File: config.mk
export PLATFORM = sky130hd
export DESIGN_NAME = serial_byte_rx
export DESIGN_NICKNAME = d
export VERILOG_FILES = /design/src/rtl/serial_pkg.sv /design/src/rtl/sync_2ff.sv /design/src/rtl/serial_byte_rx.sv
export SDC_FILE = /design/constraint.sdc
export NUM_CORES = 1
export LEC_CHECK = 0
export BUFFER_PORTS_ARGS = -buffer_cell sky130_fd_sc_hd__clkbuf_2
export CAP_MARGIN = 0
export CORE_MARGIN = 8
export CORE_UTILIZATION = 30
export CTS_CLUSTER_SIZE = 30
export DETAILED_ROUTE_END_ITERATION = 6
export PLACE_DENSITY_LB_ADDON = 0.2
export SYNTH_ARGS = -nofsm -noshare
export SYNTH_HDL_FRONTEND = slang
export SYNTH_SLANG_ARGS = --single-unit
File: constraint.sdc
create_clock -name clock -period 1.7 [get_ports clock]
set_clock_uncertainty 0.2 [all_clocks]
set_input_delay 0.34 -clock clock [delete_from_list [all_inputs] [get_ports clock]]
set_output_delay 0.34 -clock clock [all_outputs]
set_load 0.02 [all_outputs]
File: src/rtl/serial_pkg.sv
// Constants and state type shared by the receive and transmit sides of the serial link.
package serial_pkg;

    localparam int   DATA_BITS  = 8;
    localparam logic IDLE_LEVEL = 1'b1;

    typedef enum logic [2:0] {
        IDLE  = 3'd0,
        START = 3'd1,
        DATA  = 3'd2,
        STOP  = 3'd3,
        BREAK = 3'd4
    } rx_state_t;

endpackage

File: src/rtl/sync_2ff.sv
// Two-flop synchroniser for asynchronous single-bit inputs; reset level is a parameter.
module sync_2ff #(
    parameter logic RESET_VAL = 1'b0
) (
    input  logic clock,
    input  logic reset,
    input  logic d,
    output logic q
);

    logic meta_r;
    logic sync_r;

    // Metastability chain: d -> meta_r -> sync_r
    always_ff @(posedge clock or posedge reset) begin
        if (reset) begin
            meta_r <= RESET_VAL;
            sync_r <= RESET_VAL;
        end else begin
            meta_r <= d;
            sync_r <= meta_r;
        end
    end

    assign q = sync_r;

endmodule

File: src/rtl/serial_byte_rx.sv
// Start/8-data/stop serial receiver with a valid/ready byte output and
// framing / overrun error pulses.
module serial_byte_rx #(
    parameter int CLKS_PER_BIT = 16,
    parameter int DATA_BITS    = 8
) (
    input  logic                 clock,
    input  logic                 reset,
    input  logic                 SerialIn,
    output logic [DATA_BITS-1:0] Data_OUT,
    output logic                 DataValid,
    input  logic                 DataReady,
    output logic                 FrameError,
    output logic                 Overrun
);

    import serial_pkg::*;

    localparam int             CW        = $clog2(CLKS_PER_BIT);
    localparam logic [CW-1:0]  HALF_LAST = CW'(CLKS_PER_BIT / 2 - 1);
    localparam logic [CW-1:0]  FULL_LAST = CW'(CLKS_PER_BIT - 1);
    localparam logic [CW-1:0]  CNT_ONE   = CW'(1);
    localparam logic [2:0]     LAST_BIT  = 3'(DATA_BITS - 1);

    logic                 rx_s;
    rx_state_t            state_r, state_nxt_s;
    logic [CW-1:0]        cnt_r, cnt_nxt_s;
    logic [2:0]           bit_idx_r, bit_idx_nxt_s;
    logic [DATA_BITS-1:0] sr_r, sr_nxt_s;
    logic                 done_r, done_nxt_s;
    logic                 ferr_r, ferr_nxt_s;
    logic [DATA_BITS-1:0] data_out_r;
    logic                 data_valid_r;
    logic                 frame_error_r;
    logic                 overrun_r;

    sync_2ff #(
        .RESET_VAL (IDLE_LEVEL)
    ) u_rx_sync (
        .clock (clock),
        .reset (reset),
        .d     (SerialIn),
        .q     (rx_s)
    );

    // Next-state logic: bit timing, sampling and end-of-frame decisions
    always_comb begin
        state_nxt_s   = state_r;
        cnt_nxt_s     = cnt_r;
        bit_idx_nxt_s = bit_idx_r;
        sr_nxt_s      = sr_r;
        done_nxt_s    = 1'b0;
        ferr_nxt_s    = 1'b0;
        case (state_r)
            IDLE: begin
                cnt_nxt_s = '0;
                if (rx_s == 1'b0) begin
                    state_nxt_s = START;
                end else begin
                    state_nxt_s = IDLE;
                end
            end
            START: begin
                if (cnt_r == HALF_LAST) begin
                    cnt_nxt_s = '0;
                    if (rx_s == 1'b0) begin
                        state_nxt_s = DATA;
                    end else begin
                        state_nxt_s = IDLE;
                    end
                end else begin
                    cnt_nxt_s = cnt_r + CNT_ONE;
                end
            end
            DATA: begin
                if (cnt_r == FULL_LAST) begin
                    cnt_nxt_s = '0;
                    sr_nxt_s  = {rx_s, sr_r[DATA_BITS-1:1]};
                    if (bit_idx_r == LAST_BIT) begin
                        bit_idx_nxt_s = 3'd0;
                        state_nxt_s   = STOP;
                    end else begin
                        bit_idx_nxt_s = bit_idx_r + 3'd1;
                    end
                end else begin
                    cnt_nxt_s = cnt_r + CNT_ONE;
                end
            end
            STOP: begin
                if (cnt_r == FULL_LAST) begin
                    cnt_nxt_s = '0;
                    if (rx_s == 1'b1) begin
                        done_nxt_s  = 1'b1;
                        state_nxt_s = IDLE;
                    end else begin
                        ferr_nxt_s  = 1'b1;
                        state_nxt_s = BREAK;
                    end
                end else begin
                    cnt_nxt_s = cnt_r + CNT_ONE;
                end
            end
            BREAK: begin
                // A held-low line must rise before another start bit can be seen
                if (rx_s == 1'b1) begin
                    state_nxt_s = IDLE;
                end else begin
                    state_nxt_s = BREAK;
                end
            end
            default: begin
                state_nxt_s = IDLE;
            end
        endcase
    end

    // Receiver state, counters and shift register
    always_ff @(posedge clock or posedge reset) begin
        if (reset) begin
            state_r   <= IDLE;
            cnt_r     <= '0;
            bit_idx_r <= 3'd0;
            sr_r      <= '0;
            done_r    <= 1'b0;
            ferr_r    <= 1'b0;
        end else begin
            state_r   <= state_nxt_s;
            cnt_r     <= cnt_nxt_s;
            bit_idx_r <= bit_idx_nxt_s;
            sr_r      <= sr_nxt_s;
            done_r    <= done_nxt_s;
            ferr_r    <= ferr_nxt_s;
        end
    end

    // Output register: delivery, overrun and consume handshake
    always_ff @(posedge clock or posedge reset) begin
        if (reset) begin
            data_out_r    <= '0;
            data_valid_r  <= 1'b0;
            frame_error_r <= 1'b0;
            overrun_r     <= 1'b0;
        end else begin
            frame_error_r <= ferr_r;
            overrun_r     <= 1'b0;
            if (done_r) begin
                // A consumer taking the old byte this cycle frees the slot for the new one
                if (!data_valid_r || DataReady) begin
                    data_out_r   <= sr_r;
                    data_valid_r <= 1'b1;
                end else begin
                    overrun_r <= 1'b1;
                end
            end else if (data_valid_r && DataReady) begin
                data_valid_r <= 1'b0;
            end
        end
    end

    assign Data_OUT   = data_out_r;
    assign DataValid  = data_valid_r;
    assign FrameError = frame_error_r;
    assign Overrun    = overrun_r;

endmodule

==> results.md <==
* CTS buffer count at 5
* Cells on Worst Hold Path at 3
* Iteration-0 DRC Markers at 24
* Sequential-to-total area share from yosys stat at 59.1%
* DR vias at 843
* Critical-path top delay cell: dfrtp_1
* Slew Limit Fails at 0
* Rows at 25
* Count of cell types in the netlist at 30
* Final GP Congestion at 0.762
* Setup Viol. Count Final at 0
* Total track usage at 7.54%
* Clk Tree Root Cell: clkbuf_8
* Via-per-instance ratio at 4.53
* DRC Markers at 0
* Layout cells sized above 1 at 43.2%
* Post-route minimum period at 1.63 ns
* HP Class: input port to flop
* Seq cells post-synth at 33
* R2r setup slk at 0.07 ns
* Hold Vio Cnt, Final at 0
* H-tree lvl count at 2
* PD cells at 1210 nW/um^2
* Clock buffer depth at 2
* Crit-path cells: ha_2, and4_4, nand2_2, buf_12, mux2_4
* Core Region at 4630 um^2
* Slew HR at 72.2%
* CP startpoint kind: flop
* DIE AREA at 7120 um^2
* First-pass DRT Iterations at 4
* Clock Power Share at 28.2%
* WP data arrival at 1.60 ns
* P&R area growth vs syn at 20.9%
* Clock Latency Late Sink at 0.29 ns
* Final core occ at 36.6%
* Hold EP: Overrun$_DFF_PP0_
* Setup TNS at 0 ns
* Crit Path Class: flop to flop
* Nets@finish at 138
* Die height at 84.4 um
* Share of total power in combinational logic at 25.0%
* Yosys synthesis warning count at 0
* Sw frac at 30.2%
* Syn avg cell area at 13.5 um^2
* WHS at 0.144 ns
* Die X at 84.4 um
* F_max at 614 MHz
* Status: finished, final reports clean
* CP max FO at 10
* Worst-margin pin slew at 0.418 ns
* Layout filler cell count at 487
* First-pass GRT wire length at 4130 um
* Dpl hpwl at 1660 um
* ANT cells at 0
* Gr ovfl total at 0
* RR Endpoint: sr_r[6]$_DFFE_PP0P_
* R2R Path Start: cnt_r[1]$_DFFE_PP0P_
* Largest net degree at the start of global routing at 34
* Leakage power at 0.872 nW
* Port bufs at 14
* Synthesized cell area at 1400 um^2
* CTS clk-pin slew, worst paths at 0.07 ns
* Syn_nets at 111
* IO Count at 15
* Sequential Power Share at 46.8%
* CP peak stage delay at 0.36 ns
* Data required time of the worst path at 1.67 ns
* Reg2reg path depth at 5
* Vias in the first global route at 875
* Initial core utilization at 30.3%
* Min-delay src: DataReady
* Detail Route Antenna Nets at 0
* Int Pwr at 0.00143 W
* CP Capture Type: flop
* Final period utilization at 95.8%
* TritonCTS clock tree: built
* Routed wire per std cell at 12.8 um
* Synthesized netlist cell count at 104
* Max IR drop VDD at 0.000570 V
* Worst Setup SP: cnt_r[1]$_DFFE_PP0P_
* Total Wirelength at 2390 um
* Sink Count at 33
* Antenna violations before repair at 0
* NetSw at 0.000621 W
* RSZ-0062 raised after global routing: no
* Max-Cap Viols at 0
[stage by stage]
| step | std cells | area [um^2] | total power [W] | setup WS (ns) |
|---|---|---|---|---|
| after floorplan | 104 | 1410 | 0.00133 | 0.0444 |
| after global placement | 176 | 1590 | 0.00149 | 0.103 |
| after detailed placement | 176 | 1590 | 0.00149 | 0.0658 |
| after CTS | 186 | 1700 | 0.00208 | 0.0596 |
| after global routing | 186 | 1700 | 0.00218 | 0.0233 |
| final | 186 | 1700 | 0.00205 | 0.0720 |
[placed cells by master, fill, tap and decap left out, drive strengths merged, types with 2 or more instances in the layout]
master	Yosys	final
dfrtp	31	31
clkbuf	2	19
mux2	19	19
buf	3	9
nor2	8	8
nand2	8	8
o21ai	4	4
inv	3	3
ha	3	3
nand3	2	2
a31oi	2	2
mux2i	2	2
nand3b	2	2
a21oi	2	2
a311oi	2	2
clkinv	0	2
dlygate4sd3	0	2
dfstp	2	2
[state kept, by name, summed over array words and instances, names as in the netlist, 3 cells and up]
| register | cells |
|---|---|
| Data_OUT | 8 |
| bit_idx_r | 3 |
| cnt_r | 4 |
| sr_r | 8 |
| state_r | 3 |
[cell type report]
class / count / area (um^2) / area share, %
Clock buffer: 5 / 68.8 / 4.06
Clock inverter: 3 / 17.5 / 1.03
Inverter: 3 / 11.3 / 0.664
Multi-Input combinational cell: 63 / 532 / 31.4
Sequential cell: 33 / 828 / 48.9
Tap cell: 54 / 67.6 / 3.99
Timing Repair Buffer: 25 / 170 / 10.0
[kinds of logic after synthesis]
logic type,share of synthesized area (%)
and+or+nand+nor,9.73
buffers and inverters,3.21
muxes,19.4
AOI/OAI and AO/OA,5.35
xor gates and xnor gates,0.625
DFF,59.1
adders and majority gates,2.68
[cells in the mapped netlist]
cell type	n	area (um^2)
a211oi_1	1	7.51
a21boi_0	1	7.51
a21oi_1	2	10.0
a311oi_1	2	17.5
a31oi_1	2	12.5
and2_1	1	6.26
and4_4	1	11.3
and4b_1	1	10.0
buf_4	2	15.0
buf_6	1	11.3
clkbuf_1	2	7.51
dfrtp_1	31	776
dfstp_2	2	52.6
ha_1	3	37.5
inv_1	3	11.3
mux2_2	9	101
mux2_4	10	150
mux2i_1	2	20.0
nand2_1	7	26.3
nand2_2	1	6.26
nand2b_1	1	6.26
nand3_1	2	10.0
nand3b_1	2	15.0
nor2_1	7	26.3
nor2_2	1	6.26
o21ai_0	3	15.0
o21ai_1	1	5.00
or2_2	1	6.26
or3_1	1	6.26
xnor2_1	1	8.76
[layer usage]
metal	vias up	wire [um]	GRT usage [%]
li1	412	-	-
met1	412	1100	8.49
met2	14	1080	11.1
met3	5	153	3.71
met4	0	51	4.85
met5	-	0	0
[worst max path at each step]
stage | depth (start not counted) | slack (ns) | endpoint
after floorplan | 5 | 0.04 | bit_idx_r[0]$_DFFE_PP0P_
after global placement | 5 | 0.10 | sr_r[5]$_DFFE_PP0P_
after detailed placement | 5 | 0.07 | sr_r[3]$_DFFE_PP0P_
after CTS | 5 | 0.06 | sr_r[6]$_DFFE_PP0P_
after global routing | 5 | 0.02 | sr_r[6]$_DFFE_PP0P_
final | 5 | 0.07 | sr_r[6]$_DFFE_PP0P_
[power by group through the flow]
stage / clock network [W] / logic [W] / registers [W]
after detailed placement: 0 / 0.000516 / 0.000974
after CTS: 0.000602 / 0.000522 / 0.000960
after floorplan: 0 / 0.000380 / 0.000952
after global placement: 0 / 0.000515 / 0.000972
final: 0.000579 / 0.000514 / 0.000959
after global routing: 0.000635 / 0.000576 / 0.000971
[worst max-delay path: cells and delay by family (launching register included)]
family	cells	cell delay (ns)
adders and majority gates	1	0.18
and+or+nand+nor	2	0.33
DFF	1	0.36
muxes	1	0.29
buffers and inverters	1	0.15
[repair_timing]
action	CTS	global route
hold buffers	2	0
gates resized for setup	0	0
endpoints found under the hold margin	32	0
setup buffers	0	0
Power figures use the tool's default switching activity.
